`config.mk`:
```
export PLATFORM = sky130hd
export DESIGN_NAME = ifetch_unit
export DESIGN_NICKNAME = d
export VERILOG_FILES = /design/src/rtl/ifetch_unit.sv
export SDC_FILE = /design/constraint.sdc
export NUM_CORES = 1
export LEC_CHECK = 0
export BUFFER_PORTS_ARGS = -buffer_cell sky130_fd_sc_hd__buf_2
export CELL_PAD_IN_SITES_DETAIL_PLACEMENT = 1
export CELL_PAD_IN_SITES_GLOBAL_PLACEMENT = 2
export CORE_MARGIN = 3
export CORE_UTILIZATION = 39
export CTS_CLUSTER_SIZE = 14
export DETAILED_ROUTE_END_ITERATION = 16
export GPL_TIMING_DRIVEN = 0
export PLACE_DENSITY = 0.88
export SKIP_LAST_GASP = 1
export SYNTH_ARGS = -nofsm -noshare
export SYNTH_HDL_FRONTEND = slang
export SYNTH_SLANG_ARGS = --single-unit
```
`constraint.sdc`:
```
create_clock -name clk -period 16.1 [get_ports clk]
set_input_delay 1.61 -clock clk [delete_from_list [all_inputs] [get_ports clk]]
set_output_delay 1.61 -clock clk [all_outputs]
set_load 0.005 [all_outputs]
```
`src/rtl/ifetch_unit.sv`:
```
// Instruction fetch unit: sequential PC generation feeding a DEPTH-entry prefetch FIFO.
// Optional misaligned-redirect flag is built when IFETCH_MISALIGN_CHK_EN is defined.
module ifetch_unit #(
  parameter logic [31:0] RESET_PC = 32'h0000_0000,
  parameter int unsigned DEPTH    = 2
) (
  input  logic        clk,
  input  logic        reset_n,
  output logic [31:0] imem_addr,
  input  logic [31:0] imem_rd,
  input  logic        redirect,
  input  logic [31:0] redirect_pc,
  output logic        out_valid,
  input  logic        out_ready,
  output logic [31:0] out_instr,
  output logic [31:0] out_pc,
  output logic        misalign_err
);

  localparam int unsigned PtrW = $clog2(DEPTH);
  localparam int unsigned CntW = $clog2(DEPTH + 1);
  localparam logic [CntW-1:0] FullCnt = CntW'(DEPTH);

  logic [31:0]     r_fetch_pc;
  logic [31:0]     r_instr [DEPTH];
  logic [31:0]     r_pc    [DEPTH];
  logic [PtrW-1:0] r_rptr;
  logic [PtrW-1:0] r_wptr;
  logic [CntW-1:0] r_count;
  logic            w_enq;
  logic            w_deq;

  assign imem_addr = r_fetch_pc;
  assign out_valid = (r_count != '0) && !redirect;
  assign w_deq     = out_valid && out_ready;
  // A full buffer still accepts a new word when the head leaves in the same cycle.
  assign w_enq     = !redirect && ((r_count < FullCnt) || w_deq);
  assign out_instr = r_instr[r_rptr];
  assign out_pc    = r_pc[r_rptr];

  always_ff @(posedge clk or negedge reset_n) begin
    if (!reset_n) begin
      r_fetch_pc <= RESET_PC;
      r_rptr     <= '0;
      r_wptr     <= '0;
      r_count    <= '0;
    end else if (redirect) begin
      r_fetch_pc <= {redirect_pc[31:2], 2'b00};
      r_rptr     <= '0;
      r_wptr     <= '0;
      r_count    <= '0;
    end else begin
      if (w_enq) begin
        r_fetch_pc <= r_fetch_pc + 32'd4;
        r_wptr     <= r_wptr + PtrW'(1);
      end
      if (w_deq) begin
        r_rptr <= r_rptr + PtrW'(1);
      end
      case ({w_enq, w_deq})
        2'b10:   r_count <= r_count + CntW'(1);
        2'b01:   r_count <= r_count - CntW'(1);
        default: r_count <= r_count;
      endcase
    end
  end

  // Payload storage needs no reset: entries are only visible through r_count.
  always_ff @(posedge clk) begin
    if (w_enq) begin
      r_instr[r_wptr] <= imem_rd;
      r_pc[r_wptr]    <= r_fetch_pc;
    end
  end

`ifdef IFETCH_MISALIGN_CHK_EN
  logic r_misalign_err;

  always_ff @(posedge clk or negedge reset_n) begin
    if (!reset_n) begin
      r_misalign_err <= 1'b0;
    end else if (redirect && (redirect_pc[1:0] != 2'b00)) begin
      r_misalign_err <= 1'b1;
    end
  end

  assign misalign_err = r_misalign_err;
`else
  logic w_unused_pc_lsb;

  assign w_unused_pc_lsb = ^redirect_pc[1:0];
  assign misalign_err    = 1'b0;
`endif

endmodule
```
==> metrics.txt <==
Critical Path Source Type primary input; top sig layer met4; GPL Wtd Cong around 0.85; syn_area_per_cell 15.01 µm²; Cells after Synth 436; Int Power 0.8125 mW; Hold Fails Final Rpt 0; Max Cap Viol 0; CTS root buffer clkbuf_16; worst ir drop on vdd 75.45 µV; io pins between 150 and 200; Lkg Pwr roughly 3.2 nW; pin count of the biggest net entering global routing between 60 and 70; Cell Area, Synth 6545 µm²; post-synthesis compound-gate area fraction 5.391%; Slew headroom between 30% and 40%; Seq/Total Area, Yosys 69.89%; Synth Area in Simple Gates 9.769%; largest family of logic cells by synthesized area multiplexers; Max clock buf depth 2; Setup violations, final 0; area post-placement 7699 µm²; Post-synth EDFFs 124; clk_lat worst skew 430 ps; unrepaired setup endpoints after global routing false; total number of vias between 4000 and 5000; wl on met1 a little under 8000 µm; core area 16170 µm²; Worst setup EP type primary output; Layout Area Growth over Synthesis 27.70%; met2 WL post-DR 9082 µm; share of cells above drive strength 1 a little over two fifths; CP Max Fanout 10; Critical Path AT around 2800 ps; die width 135.5 µm; worst flop-to-flop path startpoint imem_addr[2]; XOR/XNOR Fraction of Synth Area under 10%; initial antenna violation count 1; min cycle time layout 4394 ps; Detail Route met3 WL 1088 µm; CTS H-tree depth 4; power per cell area around 130 nW/µm²; chip height 135.5 µm; Hold Buf Count CTS 0; total track usage 20.30%; TNS Setup 0 ps; Worst Path Required 14490 ps; Filler cells 1671; first drt pass iteration count 5; first-pass GRT wire length roughly 28000 µm; Initial Utilization 40.47%; row count 46; ys async rst share 21.52%; DRT Wirelength roughly 18000 µm; TritonCTS clock tree built; Worst Tran Pin Value 942.7 ps; Reg clk slew, reported paths 60 ps; vias in the first global route roughly 5000; CP startpoint redirect; Achievable Freq 227.6 MHz; Clk pwr share 41.7%; routed vias/inst between 5 and 6; Final Max Tran Viols 0; adder-cell area share of the yosys netlist 0.1912%; DIE AREA 18370 µm²; DRT antenna net count 0; Synth Register Bits 158; port bufs 158; CTS Sinks 158; footprint of the multi-input gates about 1800 µm²; hold_sp imem_addr[10]; Hold/Removal Path Class flop to flop; final period utilization 27.29%; DRC Markers 0; nets@finish 692; post-DP HPWL 12400 µm; CTS Buf Count 17; drt wl/cell 21.33 µm; Setup Skew 11.81 ps; Post-CTS Setup Bufs 0; Starting DRT DRC Count 253; R2R Setup Slk 13600 ps; status complete, no violations; post-cts resize count 0; mux contribution to synthesized area between 10% and 20%; Net Sw Frac 24.15%; design area approximately 8400 µm²; Reg power frac 46.8%; critical path type primary input to primary output; total grt overflow 0; Comb power frac 11.6%; Netlist cell types 43; Reg area 4574 µm²; total net switching power 0.2588 mW; Ys Warns 0; Top FF cell, synth edfxtp_1
## logic make-up after synthesis
| group | count (synthesis) |
|---|---|
| AO/OA/AOI/OAI | 52 |
| XOR/XNOR | 11 |
| adder cells (fa/ha/maj) | 1 |
| buffers and inverters | 32 |
| flip-flops | 158 |
| multiplexers | 64 |
| other | 1 |
| AND/OR/NAND/NOR | 117 |
## area by class of cell
type | instances | area share (%)
diodes | 1 | 0.02994
plain buffers | 28 | 1.572
clock buffers | 17 | 5.090
clock inverters | 15 | 2.769
inverters | 4 | 0.1796
multi-input cells | 250 | 22.13
flip-flops and latches | 158 | 54.73
well taps | 216 | 3.234
repair buffers | 164 | 10.27
## flip-flops by register name, summed over array words and instances, names as in the netlist
signal     flops
imem_addr     30
r_rptr         1
r_wptr         1
r_pc          60
r_count        2
r_instr       64
## metrics by stage
| stage | total power [mW] | setup slack (ps) | cells | hold WS (ps) | util [%] |
|---|---|---|---|---|---|
| after global placement | 0.6250 | 6539 | 814 | 513.5 | 47.12 |
| after detailed placement | 0.6326 | 11700 | 820 | 522.0 | 47.60 |
| after CTS | 1.081 | 11700 | 852 | 544.2 | 51.66 |
| after floorplan | 0.5647 | 9260 | 440 | 485.4 | - |
| after global routing | 1.111 | 11590 | 852 | 548.5 | 51.66 |
| final | 1.071 | 11710 | 853 | 540.1 | 51.68 |
## path summary, 6_finish.rpt
| kind | to | depth (start not counted) |
|---|---|---|
| worst max-delay path | out_valid | 5 |
| worst min-delay path | r_pc[0][10] | 0 |
| worst max register to register | imem_addr[24] | 6 |
| worst min register to register | r_pc[0][10] | 0 |
| max in group asynchronous | r_rptr | 1 |
| min in group asynchronous | imem_addr[28] | 1 |
## per-layer routing
layer,vias up,GRT usage [%]
li1,2064,-
met1,2291,26.10
met2,161,34.29
met3,24,4.309
met4,0,6.943
met5,-,0
## power by group through the flow
stage               registers (mW)  logic (mW)  clock network (mW)
finish                       0.501       0.124               0.446
global route                 0.505       0.136               0.470
CTS                          0.501       0.126               0.454
detailed placement           0.509       0.124                   0
global placement             0.509       0.116                   0
floorplan                    0.502      0.0630                   0
## worst max-delay path, cell delays in order
cell	delay [ps]
buf_2	100
clkbuf_1	350
buf_1	480
nor2_1	90
buf_2	140
## cell usage in the layout (no fill, tap or decap), drive strengths merged, types with 2 or more instances in the layout
cell and n:
buf 180, edfxtp 124, mux2 63, dfrtp 34, clkbuf 29, nand2 27, nor2 21, nand3 15
o31ai 14, or4 14, a31oi 13, o21ai 12, inv 9, xnor2 8, nand4 8, o31a 5
and4 5, nor4 5, conb 5, bufinv 5, nor3 5, nand2b 4, or3 4, and3 4
xor2 3, clkinv 3, nor2b 2, a21oi 2, a41oi 2, clkinvlp 2
## cell usage after synthesis (6+ instances only)
cell type  instances  share of area [%]
edfxtp_1         124                 57
mux2_2            63                 11
dfrtp_1           34                 13
nand2_1           26                1.5
nor2_1            21                1.2
nand3_1           14                1.1
o31ai_1           14                1.6
or4_1             14                1.6
a31oi_1           13                1.2
o21ai_0           12               0.92
clkbuf_1          11               0.63
xnor2_1            8                1.1
nand4_1            7               0.67
buf_1              6               0.34
Power figures use the tool's default switching activity.
